--- src/rtl/uart_tx.sv ---
// UART transmitter: FIFO-buffered, start/data(LSB first)/stop frames at CLK = OVERSAMPLE x baud; TX falls one cycle after the first push.
// TX_READY drops while the FIFO is full; optional even parity bit via macro UART_TX_PARITY_EN.

module sync_fifo #(
  parameter int WIDTH = 8,
  parameter int DEPTH = 4
) (
  input  logic                     clk,
  input  logic                     arst,
  input  logic                     push_vld,
  output logic                     push_rdy,
  input  logic [WIDTH-1:0]         push_dat,
  input  logic                     pop_rdy,
  output logic                     pop_vld,
  output logic [WIDTH-1:0]         pop_dat,
  output logic [$clog2(DEPTH):0]   count
);
  localparam int PW = $clog2(DEPTH);
  localparam logic [PW:0] FULL = (PW+1)'(DEPTH);

  logic [WIDTH-1:0] mem [DEPTH];
  logic [PW-1:0]    wr_ptr;
  logic [PW-1:0]    rd_ptr;
  logic             push;
  logic             pop;

  assign push_rdy = (count < FULL);
  assign pop_vld  = (count != '0);
  assign pop_dat  = mem[rd_ptr];
  assign push     = push_vld && push_rdy;
  assign pop      = pop_rdy && pop_vld;

  always_ff @(posedge clk) begin
    if (push) mem[wr_ptr] <= push_dat;
  end

  // Pointers wrap modulo DEPTH; count alone tells full from empty.
  always_ff @(posedge clk or posedge arst) begin
    if (arst) begin
      wr_ptr <= '0;
      rd_ptr <= '0;
      count  <= '0;
    end else begin
      if (push) wr_ptr <= wr_ptr + 1'b1;
      if (pop)  rd_ptr <= rd_ptr + 1'b1;
      case ({push, pop})
        2'b10:   count <= count + 1'b1;
        2'b01:   count <= count - 1'b1;
        default: count <= count;
      endcase
    end
  end
endmodule

module uart_tx #(
  parameter int OVERSAMPLE = 16,
  parameter int DATA_BITS  = 8,
  parameter int FIFO_DEPTH = 4
) (
  input  logic                          CLK,
  input  logic                          arst_i,
  input  logic [DATA_BITS-1:0]          TX_DATA,
  input  logic                          TX_VALID,
  output logic                          TX_READY,
  output logic                          TX,
  output logic                          TX_BUSY,
  output logic [$clog2(FIFO_DEPTH):0]   FIFO_COUNT
);
  localparam int TW = $clog2(OVERSAMPLE);
  localparam int IW = $clog2(DATA_BITS + 1);
  localparam logic [TW-1:0] TICK_LAST = TW'(OVERSAMPLE - 1);
  localparam logic [IW-1:0] LAST_BIT  = IW'(DATA_BITS - 1);

  typedef enum logic [2:0] {
    IDLE,
    START,
    DATA,
`ifdef UART_TX_PARITY_EN
    PARITY,
`endif
    STOP
  } state_t;

  state_t               state, state_nxt;
  logic [TW-1:0]        tick, tick_nxt;
  logic [IW-1:0]        bit_idx, bit_nxt;
  logic [DATA_BITS-1:0] shifter, shift_nxt;
  logic                 tx_nxt;
  logic                 bit_end;
  logic                 pop;
  logic                 fifo_vld;
  logic [DATA_BITS-1:0] fifo_dat;
`ifdef UART_TX_PARITY_EN
  logic                 par, par_nxt;
`endif

  sync_fifo #(.WIDTH(DATA_BITS), .DEPTH(FIFO_DEPTH)) u_fifo (
    .clk      (CLK),
    .arst     (arst_i),
    .push_vld (TX_VALID),
    .push_rdy (TX_READY),
    .push_dat (TX_DATA),
    .pop_rdy  (pop),
    .pop_vld  (fifo_vld),
    .pop_dat  (fifo_dat),
    .count    (FIFO_COUNT)
  );

  assign bit_end = (tick == TICK_LAST);
  assign TX_BUSY = (state != IDLE);

  always_comb begin
    state_nxt = state;
    tick_nxt  = '0;
    bit_nxt   = bit_idx;
    shift_nxt = shifter;
    pop       = 1'b0;
`ifdef UART_TX_PARITY_EN
    par_nxt   = par;
`endif
    if (state != IDLE) tick_nxt = bit_end ? '0 : tick + 1'b1;

    case (state)
      IDLE: begin
        if (fifo_vld) begin
          pop       = 1'b1;
          shift_nxt = fifo_dat;
          state_nxt = START;
`ifdef UART_TX_PARITY_EN
          par_nxt   = ^fifo_dat;
`endif
        end
      end
      START: begin
        if (bit_end) begin
          state_nxt = DATA;
          bit_nxt   = '0;
        end
      end
      DATA: begin
        if (bit_end) begin
          shift_nxt = shifter >> 1;
          bit_nxt   = bit_idx + 1'b1;
          if (bit_idx == LAST_BIT) begin
`ifdef UART_TX_PARITY_EN
            state_nxt = PARITY;
`else
            state_nxt = STOP;
`endif
          end
        end
      end
`ifdef UART_TX_PARITY_EN
      PARITY: begin
        if (bit_end) state_nxt = STOP;
      end
`endif
      STOP: begin
        // Back-to-back frames: a queued byte goes straight into a new start bit.
        if (bit_end) begin
          if (fifo_vld) begin
            pop       = 1'b1;
            shift_nxt = fifo_dat;
            state_nxt = START;
`ifdef UART_TX_PARITY_EN
            par_nxt   = ^fifo_dat;
`endif
          end else begin
            state_nxt = IDLE;
          end
        end
      end
      default: state_nxt = IDLE;
    endcase

    // TX is registered from the next state so the line moves on the same edge as the FSM.
    tx_nxt = 1'b1;
    case (state_nxt)
      IDLE:    tx_nxt = 1'b1;
      START:   tx_nxt = 1'b0;
      DATA:    tx_nxt = shift_nxt[0];
`ifdef UART_TX_PARITY_EN
      PARITY:  tx_nxt = par_nxt;
`endif
      STOP:    tx_nxt = 1'b1;
      default: tx_nxt = 1'b1;
    endcase
  end

  always_ff @(posedge CLK or posedge arst_i) begin
    if (arst_i) begin
      state   <= IDLE;
      tick    <= '0;
      bit_idx <= '0;
      shifter <= '0;
      TX      <= 1'b1;
`ifdef UART_TX_PARITY_EN
      par     <= 1'b0;
`endif
    end else begin
      state   <= state_nxt;
      tick    <= tick_nxt;
      bit_idx <= bit_nxt;
      shifter <= shift_nxt;
      TX      <= tx_nxt;
`ifdef UART_TX_PARITY_EN
      par     <= par_nxt;
`endif
    end
  end
endmodule

--- config.mk ---
export PLATFORM = sky130hd
export DESIGN_NAME = uart_tx
export DESIGN_NICKNAME = d
export VERILOG_FILES = /design/src/rtl/uart_tx.sv
export SDC_FILE = /design/constraint.sdc
export NUM_CORES = 1
export LEC_CHECK = 0
export ABC_AREA = 1
export CAP_MARGIN = 25
export CORE_AREA = 4 4 68 86
export CTS_CLUSTER_SIZE = 24
export DETAILED_ROUTE_END_ITERATION = 10
export DIE_AREA = 0 0 72 90
export HOLD_SLACK_MARGIN = 0.1
export PLACE_DENSITY = 0.69
export SLEW_MARGIN = 25
export SYNTH_ARGS = -nofsm -noshare
export SYNTH_HDL_FRONTEND = slang
export SYNTH_SLANG_ARGS = --single-unit
--- constraint.sdc ---
create_clock -name CLK -period 3.8 [get_ports CLK]
set_input_delay 0.76 -clock CLK [delete_from_list [all_inputs] [get_ports CLK]]
set_output_delay 0.76 -clock CLK [all_outputs]
set_load 0.03 [all_outputs]
==> results of run 1 <==
[Yosys cell counts, drive strengths merged]
master and number:
a21boi 1, a21oi 6, and3 1, buf 5
clkbuf 1, clkinv 1, conb 1, dfrtp 26
dfstp 1, edfxtp 32, fa 1, ha 7
inv 23, nand2 47, nand3 17, nand4 1
nor2 54, nor3 1, o211ai 1, o21ai 32
xnor2 2, xor2 5
[cell families (layout without fill, tap and decap cells)]
| group | Yosys count | after routing | share of synthesized area, % |
|---|---|---|---|
| AO/OA/AOI/OAI | 40 | 40 | 7.98 |
| XOR/XNOR | 7 | 7 | 2.26 |
| adder cells (fa/ha/maj) | 8 | 8 | 3.97 |
| buffers and inverters | 30 | 56 | 4.84 |
| flip-flops | 59 | 59 | 60.4 |
| other | 1 | 1 | 0.138 |
| AND/OR/NAND/NOR | 121 | 121 | 20.4 |
[cell type report]
class,instances,area [um^2]
Fill cell,413,1870
Sequential cell,59,1640
Tap cell,62,77.6
Clock inverter,7,101
Inverter,24,90.1
Clock buffer,9,124
Timing Repair Buffer,16,160
Multi-Input combinational cell,177,943
[routing by layer]
metal	track usage, %	wire length (um)	vias to the layer above
met5	0	0	-
met2	25.5	2270	30
li1	-	-	918
met1	18.7	2000	829
met4	10.8	144	0
met3	3.68	157	12
[through the flow]
| step | instances | hold slack [ns] | util, % | area [um^2] | power, mW |
|---|---|---|---|---|---|
| floorplan | 266 | 0.432 | - | 2710 | 1.46 |
| global placement | 338 | 0.446 | 58.1 | 2910 | 1.63 |
| detailed placement | 338 | 0.453 | 58.1 | 2910 | 1.65 |
| CTS | 354 | 0.462 | 62.6 | 3130 | 2.29 |
| global route | 354 | 0.477 | 62.6 | 3130 | 2.44 |
| finish | 354 | 0.460 | 62.6 | 3130 | 2.27 |
[state kept, by name, summed over array words and instances, names as in the netlist]
signal and flops:
TX 1, u_fifo.mem 32, bit_idx 4, tick 4
u_fifo.count 3, shifter 8, u_fifo.rd_ptr 2, state 3
u_fifo.wr_ptr 2
[cell usage in the layout, fill, tap and decap left out]
| master | synthesis | layout |
|---|---|---|
| ha_1 | 7 | 7 |
| dfrtp_1 | 26 | 26 |
| nand3_2 | 3 | 3 |
| clkdlybuf4s50_1 | 0 | 16 |
| clkinvlp_4 | 0 | 2 |
| o21ai_1 | 1 | 1 |
| a21oi_1 | 6 | 6 |
| nor2_1 | 51 | 51 |
| clkbuf_8 | 0 | 9 |
| and3_1 | 1 | 1 |
| nor3_1 | 1 | 1 |
| inv_2 | 4 | 5 |
| clkinv_4 | 0 | 2 |
| o21ai_0 | 31 | 31 |
| nor2_4 | 1 | 1 |
| nand2_1 | 43 | 43 |
| xor2_1 | 5 | 5 |
| a21boi_4 | 1 | 1 |
| nor2_2 | 2 | 2 |
| dfstp_2 | 1 | 1 |
| nand3_1 | 12 | 12 |
| inv_1 | 19 | 18 |
| conb_1 | 1 | 1 |
| xnor2_1 | 2 | 2 |
| fa_1 | 1 | 1 |
| edfxtp_1 | 32 | 32 |
| nand2_4 | 2 | 2 |
| nand3_4 | 2 | 2 |
| clkinv_1 | 1 | 1 |
| o211ai_1 | 1 | 1 |
| nand4_1 | 1 | 1 |
| nand2_2 | 2 | 2 |
| inv_6 | 0 | 1 |
| bufinv_16 | 0 | 2 |
[report_power, final]
group | leakage, nW | internal (mW) | switching (mW)
Combinational | 0.607 | 0.253 | 0.417
Clock | 0.106 | 0.373 | 0.269
Sequential | 0.631 | 0.831 | 0.128
Total | 1.34 | 1.46 | 0.814
[worst paths after layout]
kind / from / end / cells past startpoint / slack (ns)
hold reg to reg: tick[0]$_DFF_PP0_ / tick[0]$_DFF_PP0_ / 1 / 0.46
min in group asynchronous: arst_i / tick[1]$_DFF_PP0_ / 2 / 0.79
setup / recovery: state[1]$_DFF_PP0_ / TX_BUSY / 3 / 1.40
max in group asynchronous: arst_i / tick[2]$_DFF_PP0_ / 2 / 2.62
setup reg to reg: tick[0]$_DFF_PP0_ / u_fifo.count[2]$_DFFE_PP0P_ / 11 / 1.59
hold / removal: tick[0]$_DFF_PP0_ / tick[0]$_DFF_PP0_ / 1 / 0.46
==> metrics.md, run 1 <==
| Metric | Value |
|---|---|
| Clock Latency Late Sink | `between 0.3 and 0.4 ns` |
| Seq cells post-synth | `a little under 60` |
| Post-Syn Nets | `about 290` |
| Layout Nets | `~300` |
| Worst IR Drop VDD | `0.411 mV` |
| Worst-path cell chain | `inv_2 > nand3_4 > clkdlybuf4s50_1` |
| Post-Syn Area per Cell | `roughly 10 um^2` |
| Gr usage total | `around 16%` |
| CP max-delay cell | `clkdlybuf4s50_1` |
| Remaining DRCs | `0` |
| Share of layout cells above drive strength 1 | `between 10% and 20%` |
| Static leakage | `roughly 1.3 nW` |
| Largest net degree at the start of global routing | `28` |
| Die Wd | `~72 um` |
| WS Path Type | `reg -> out` |
| Mapped Cells | `roughly 270` |
| Fmax | `approximately 420 MHz` |
| Area Overhead vs Synth | `15.5%` |
| Critical path endpoint category | `output port` |
| Drt total wl | `4570 um` |
| Largest area contributor in the synthesized netlist | `edfxtp_1` |
| First-pass GRT wire length | `about 7700 um` |
| Tcrit/Tclk final | `a little over three fifths` |
| CTS Buf Count | `9` |
| RSZ-0062 raised after global routing | `no` |
| Global route overflow | `0` |
| Vias in the first global route | `roughly 1700` |
| Post-Syn Area | `about 0.0027 mm^2` |
| Clk sink count | `59` |
| H-tree levels | `3` |
| Distinct cells, synth | `31` |
| IO Port Bufs | `16` |
| Die area | `0.00648 mm^2` |
| Root buffer cell | `clkbuf_8` |
| CTS tree | `yes` |
| Crit Path Max Fanout | `6` |
| Hold buffers post-CTS | `0` |
| Synth top area cells | `edfxtp_1 (35%), dfrtp_1 (24%), nor2_1 (7.1%), nand2_1 (6.0%), o21ai_0 (5.7%)` |
| Dpl ws | `about 1.2 ns` |
| Setup tns final | `0 ns` |
| Detailed Routing Iterations Pass 1 | `4` |
| Ys Warns | `0` |
| Vias | `~1800` |
| Worst path required time | `roughly 3.0 ns` |
| DR WL/cell | `12.9 um` |
| Setup Buffers After CTS | `0` |
| Gpl congestion | `around 0.76` |
| PD cells | `about 720 mW/mm^2` |
| Initial antenna violation count | `0` |
| Run status | `finished clean` |
| Slew Limit Fails | `0` |
| Post-route minimum period | `approximately 2.4 ns` |
| Critical path's top delay family | `buffers and inverters` |
| Worst Tran Pin Value | `0.650 ns` |
| CTS max path bufs | `2` |
| Antenna Cells | `0` |
| Skew final | `between 0.008 and 0.009 ns` |
| Starting density of the core | `a little over half` |
| Row cnt | `29` |
| Worst path bufs/invs | `2` |
| Post-DP HPWL | `about 3100 um` |
| Vias per cell | `approximately 5.1` |
| Clock transition at path regs | `0.07 ns` |
| Critical path arrival | `roughly 1.6 ns` |
| Final Setup Violations | `0` |
| Post-CTS resize count | `0` |
| Worst hold path type | `reg -> reg` |
| Max-Slew Margin vs Limit | `56.5%` |
| Part of the Yosys area used for sequential elements | `approximately 60%` |
| Core Area | `0.00501 mm^2` |
| Final Hold Viols | `0` |
| CP Launch Type | `flop` |
| Share of the synthesized area in the top cell type | `between 30 and 40%` |
| Die height | `90 um` |
| Biggest cell delay along the critical path | `slightly below 0.7 ns` |
| Final WS setup | `approximately 1.4 ns` |
| I/O Pins | `17` |
| Max cap viols | `0` |
| Post-route ant nets | `0` |
| Starting DRC count in detailed routing | `around 110` |
No activity file was read; power rests on OpenSTA's default activity.
==> run 2, diff against run 1 <==
- clock period: 3.8 -> 2.48 ns (I/O delays scaled with it)
==> run 2 against run 1 <==
- first-iteration DRC count is 27% lower
- die area stayed put
- core utilization is 0.35 points higher
- setup slack worse by 1.1 ns
- global-route usage is 0.76 points higher
- hold slack worse by 0.0017 ns
- sequential power is 49% higher
==> metrics.md, run 2 (synthesis gave the netlist of run 1 again) <==
| Metric | Value |
|---|---|
| Run status | `finished clean` |
| Crit Path Max Fanout | `7` |
| Most frequent cells in the layout | `nor2_1 (51), nand2_1 (43), edfxtp_1 (32)` |
| IO Port Bufs | `16` |
| Core Area | `about 0.005 mm^2` |
| Setup Buffers After CTS | `0` |
| Critical path's top delay family | `adder cells` |
| Post-DP Area | `around 0.0030 mm^2` |
| Top flop regs | `u_fifo.mem x32, shifter x8` |
| CP Depth | `11` |
| Max cap viols | `0` |
| Worst path required time | `between 2 and 3 ns` |
| Detailed Routing Iterations Pass 1 | `4` |
| Die Wd | `72 um` |
| Critical path arrival | `approximately 2.4 ns` |
| FF-to-FF setup slack | `0.29 ns` |
| Clock transition at path regs | `about 0.070 ns` |
| Critical path endpoint category | `flop` |
| Die height | `about 90 um` |
| Starting DRC count in detailed routing | `77` |
| Hold Crit Depth | `1` |
| Clock Latency Late Sink | `between 0.3 and 0.4 ns` |
| Layout Cells excl Fill | `~360` |
| PD cells | `about 1100 mW/mm^2` |
| RSZ-0062 raised after global routing | `no` |
| Hold buffers post-CTS | `0` |
| Starting density of the core | `around 54%` |
| Worst R2R Path Depth | `11` |
| Global route overflow | `0` |
| Layout Nets | `between 300 and 400` |
| Most Frequent Cell on Critical Path | `ha_1` |
| I/O Pins | `17` |
| First-pass GRT wire length | `a little over 8000 um` |
| Commonest non-fill, non-tap cell in the layout | `nor2_1` |
| Root buffer cell | `clkbuf_8` |
| Worst Tran Pin Value | `0.534 ns` |
| Skew final | `about 0.010 ns` |
| Remaining DRCs | `0` |
| Biggest cell delay along the critical path | `0.38 ns` |
| CTS Buf Count | `9` |
| Biggest register | `u_fifo.mem` |
| Clk sink count | `just under 60` |
| Post-DP HPWL | `~3300 um` |
| Largest net degree at the start of global routing | `28` |
| Antenna Cells | `0` |
| Initial antenna violation count | `0` |
| Static leakage | `1.37 nW` |
| Post-route ant nets | `0` |
| Drt total wl | `4720 um` |
| Gr usage total | `between 10% and 20%` |
| Vias per cell | `between 5 and 6` |
| CP max-delay cell | `fa_1` |
| CTS tree | `yes` |
| Worst hold path type | `reg -> reg` |
| WS Path Type | `reg -> reg` |
| DR WL/cell | `around 13 um` |
| Fmax | `~460 MHz` |
| CTS max path bufs | `2` |
| Vias in the first global route | `1869` |
| Placed insts | `approximately 350` |
| Row cnt | `29` |
| Final Setup Violations | `0` |
| Post-CTS resize count | `0` |
| Share of layout cells above drive strength 1 | `about an eighth` |
| Worst-path cell chain | `ha_1 > nand3_2 > clkinv_1 > nand3_1 > nand2_2 > ha_1 > inv_1 > fa_1 > a21oi_1 > o21ai_0 > xor2_1` |
| Worst path bufs/invs | `2` |
| Post-route minimum period | `2.19 ns` |
| Final Hold Viols | `0` |
| Slew Limit Fails | `0` |
| Area Overhead vs Synth | `16.2%` |
| Tcrit/Tclk final | `88.3%` |
| H-tree levels | `3` |
| Max-Slew Margin vs Limit | `about 64%` |
| Die area | `~0.0065 mm^2` |
| Worst IR Drop VDD | `approximately 0.53 mV` |
| Fin area | `roughly 0.0032 mm^2` |
| Vias | `approximately 1800` |
| Filler instances | `roughly 420` |
| Setup tns final | `0 ns` |
| Number of flip-flops under the largest register name | `32` |
| CP Launch Type | `flop` |
| Gpl congestion | `~0.77` |
==> run 2: changes by cell type in the layout (fill, tap and decap cells not counted), sizes merged <==
cell and delta:
clkinv +3, buf +8, clkinvlp -1, inv -1, bufinv -1
==> run 2: cell type report <==
cell class / count / area [um^2] / area share, %
flip-flops and latches: 59 / 1640 / 52.0
multi-input cells: 177 / 943 / 29.9
repair buffers: 24 / 220 / 6.99
clock buffers: 9 / 124 / 3.93
inverters: 24 / 90.1 / 2.86
well taps: 62 / 77.6 / 2.46
clock inverters: 7 / 58.8 / 1.87
==> run 2: power by group <==
part	total [mW]	internal (mW)	switching, mW	leakage (nW)
combinational	1.11	0.419	0.687	0.649
clock	0.816	0.449	0.366	0.0915
sequential	1.43	1.27	0.155	0.631
==> run 2: metal layers <==
layer  up-vias  routed length, um  global-route usage [%]
li1        933                  -                       -
met1       837               2050                    20.0
met2        30               2370                    27.4
met3        13                162                    3.91
met4         0                133                    9.25
met5         -                  0                       0
==> run 2: final timing paths <==
kind	from	end
min reg2reg	tick[0]$_DFF_PP0_	tick[0]$_DFF_PP0_
max	tick[0]$_DFF_PP0_	u_fifo.count[2]$_DFFE_PP0P_
max in group asynchronous	arst_i	TX$_DFF_PP1_
min in group asynchronous	arst_i	u_fifo.count[1]$_DFFE_PP0P_
max reg2reg	tick[0]$_DFF_PP0_	u_fifo.count[2]$_DFFE_PP0P_
min	tick[0]$_DFF_PP0_	tick[0]$_DFF_PP0_
==> run 2: worst reg2reg max path: stages, from the launching register on <==
cell	delay, ns
dfrtp_1	0.37
ha_1	0.21
nand3_2	0.16
clkinv_1	0.13
nand3_1	0.10
nand2_2	0.11
ha_1	0.15
inv_1	0.06
fa_1	0.38
a21oi_1	0.15
o21ai_0	0.11
xor2_1	0.15
==> run 2: through the flow <==
step / hold WS (ns) / power (mW) / setup WS [ns] / util, %
global placement: 0.444 / 2.53 / 0.364 / 59.3
detailed placement: 0.456 / 2.57 / 0.278 / 59.3
floorplan: 0.432 / 2.24 / 0.246 / -
CTS: 0.464 / 3.39 / 0.291 / 62.9
finish: 0.458 / 3.35 / 0.291 / 62.9
global route: 0.498 / 3.62 / 0.140 / 62.9
==> run 3, diff against run 2 <==
- ABC_AREA: 1 -> 0
- CAP_MARGIN: 25 -> 20
- CTS_BUF_LIST: not set -> sky130_fd_sc_hd__clkbuf_4 sky130_fd_sc_hd__clkbuf_8 sky130_fd_sc_hd__clkbuf_16
==> run 3 against run 2 <==
- cell area rose by 0.87%
- clock power rose by 19%
- count of clock-buffer cells in the layout did not move
- critical path type is now reg -> out
==> metrics.md, run 3 <==
| Metric | Value |
|---|---|
| CTS Buf Count | `9` |
| H-tree levels | `3` |
| WS Path Type | `reg -> out` |
| Dpl ws | `between 0.1 and 0.15 ns` |
| Worst hold path type | `reg -> reg` |
| Die area | `approximately 0.0065 mm^2` |
| I/O Pins | `17` |
| Worst Tran Pin Value | `approximately 0.57 ns` |
| Remaining DRCs | `0` |
| Commonest cells post-synth | `edfxtp_1 (32), dfrtp_1 (26), inv_1 (10)` |
| Tcrit/Tclk final | `a little over nine tenths` |
| Biggest register | `u_fifo.mem` |
| Fin util | `63.5%` |
| Root buffer cell | `clkbuf_8` |
| Gpl congestion | `between 0.7 and 0.8` |
| Most frequent cells in the layout | `edfxtp_1 (32), dfrtp_1 (26), clkdlybuf4s50_1 (16)` |
| Top-count cell post-synth | `edfxtp_1` |
| Worst path required time | `about 2 ns` |
| Antenna Cells | `0` |
| Part of the Yosys area used for sequential elements | `between 60% and 70%` |
| Crit Path Max Fanout | `8` |
| Final Hold Viols | `0` |
| Clock transition at path regs | `around 0.070 ns` |
| CTS max path bufs | `2` |
| Global route overflow | `0` |
| Starting density of the core | `53.5%` |
| Worst IR Drop VDD | `slightly above 0.7 mV` |
| Post-Syn Area | `0.00268 mm^2` |
| Core Area | `approximately 0.005 mm^2` |
| Top flop regs | `u_fifo.mem x32, shifter x8` |
| Post-Syn Area per Cell | `14.4 um^2` |
| Layout Nets | `about 230` |
| CTS tree | `yes` |
| Largest area contributor in the synthesized netlist | `edfxtp_1` |
| DR WL/cell | `about 17 um` |
| Primary FF master, synth | `edfxtp_1` |
| Row cnt | `29` |
| Clk sink count | `just under 60` |
| Detailed Routing Iterations Pass 1 | `4` |
| Hold_sp | `shifter[3]$_DFFE_PP0P_` |
| Final WS setup | `0.104 ns` |
| Vias per cell | `between 5 and 6` |
| Share of layout cells above drive strength 1 | `around 20%` |
| Mapped Cells | `186` |
| Reg2reg start | `tick[0]$_DFF_PP0_` |
| Clock Latency Late Sink | `0.34 ns` |
| Area Overhead vs Synth | `18.6%` |
| Run status | `finished clean` |
| CP Launch Type | `flop` |
| Post-route minimum period | `around 2.4 ns` |
| Commonest non-fill, non-tap cell in the layout | `edfxtp_1` |
| Vias in the first global route | `~1700` |
| Static leakage | `approximately 1.2 nW` |
| Post-DP HPWL | `roughly 3400 um` |
| Distinct cells, synth | `48` |
| Critical path arrival | `between 1.5 and 2 ns` |
| Crit. Startpoint | `state[0]$_DFF_PP0_` |
| GR Layer Usage met3 | `under 10%` |
| Slew Limit Fails | `0` |
| Gr usage total | `about 17%` |
| Share of the synthesized area in the top cell type | `35.8%` |
| Die height | `about 90 um` |
| Seq cells post-synth | `roughly 60` |
| Max-Slew Margin vs Limit | `61.8%` |
| Fmax | `roughly 420 MHz` |
| Final Setup Violations | `0` |
| First-pass GRT wire length | `8050 um` |
| Largest net degree at the start of global routing | `28` |
| Post-synthesis async set-or-reset flop share | `between 40 and 50%` |
| Number of flops mapped to enable cells by yosys | `32` |
| Number of flip-flops under the largest register name | `32` |
| Synth top area cells | `edfxtp_1 (36%), dfrtp_1 (24%), mux4_2 (6.7%), ha_1 (3.3%), a221o_1 (2.6%)` |
| Vias | `roughly 1600` |
| PD cells | `about 1100 mW/mm^2` |
| Drt total wl | `4870 um` |
| Critical path endpoint category | `output port` |
| Met2 global-route usage | `29.1%` |
| GRT met1 Usage | `about 18%` |
| Initial antenna violation count | `0` |
| Skew final | `0.00978 ns` |
| Busiest grt layer | `met2` |
| Post-route ant nets | `0` |
| Ys Warns | `0` |
| IO Port Bufs | `16` |
| Starting DRC count in detailed routing | `79` |
| Post-Syn Nets | `slightly above 200` |
| Max cap viols | `0` |
| Die Wd | `about 70 um` |
[run 3: cell count changes after synthesis, moves of 9 or more]
| cell | before | now |
|---|---|---|
| nor2_1 | 51 | 7 |
| nand3_1 | 12 | 3 |
| inv_1 | 19 | 10 |
| o21ai_0 | 31 | 5 |
| nand2_1 | 43 | 8 |
[run 3: logic make-up (layout without fill, tap and decap cells)]
group                    Yosys count  after routing  share of synthesized area [%]
other                              1              1                          0.140
buffers and inverters             18             51                           3.17
multiplexers                      12             12                           8.45
AND/OR/NAND/NOR                   52             52                           12.2
adder cells (fa/ha/maj)            8              8                           4.01
XOR/XNOR                           9              9                           2.94
AO/OA/AOI/OAI                     27             27                           7.98
flip-flops                        59             59                           61.1
[run 3: final timing paths]
kind                            slack [ns]  cells past startpoint                          end
worst max-delay path                  0.10                      2                      TX_BUSY
worst min-delay path                  0.50                      1       shifter[2]$_DFFE_PP0P_
worst max register to register        0.16                     10  u_fifo.count[2]$_DFFE_PP0P_
worst min register to register        0.50                      1       shifter[2]$_DFFE_PP0P_
max in group asynchronous             1.65                      3                 TX$_DFF_PP1_
min in group asynchronous             0.53                      3       bit_idx[2]$_DFFE_PP0P_
[run 3: where the power goes]
part	leakage (nW)	total, mW	switching (mW)	internal [mW]
combinational	0.504	0.976	0.462	0.513
sequential	0.627	1.51	0.238	1.27
clock	0.110	0.968	0.396	0.572
[run 3: what timing repair did]
item / 4_1_cts / 5_1_grt
buffers inserted: 0 / 3
hold buffers: 0 / 0
setup endpoints to repair: 0 / 1
gates resized for setup: 0 / 3
[run 3: final cells by class]
cell class,count,area (um^2)
clock buffers,9,124
fillers,359,1830
well taps,62,77.6
clock inverters,7,98.8
inverters,10,37.5
flip-flops and latches,59,1640
multi-input cells,109,976
repair buffers,25,228
[run 3: stage by stage]
step | setup TNS (ns) | std cells | power [mW] | hold slack (ns) | cell area (um^2)
after global routing | -0.00413 | 281 | 3.65 | 0.520 | 3180
after floorplan | 0 | 186 | 2.19 | 0.430 | 2680
final | 0 | 281 | 3.45 | 0.502 | 3180
after global placement | 0 | 262 | 2.40 | 0.442 | 2920
after detailed placement | 0 | 262 | 2.47 | 0.454 | 2920
after CTS | 0 | 278 | 3.46 | 0.464 | 3140
[run 3: per-layer routing]
layer	routed length, um	part of all wire [%]
met2	2710	56
met3	156	3.2
met5	0	0
met1	1920	39
met4	74	1.5
[run 3: worst max-delay path: stages (launching register included)]
cell,delay [ns]
dfrtp_1,0.49
or3_1,0.44
clkdlybuf4s50_1,0.61
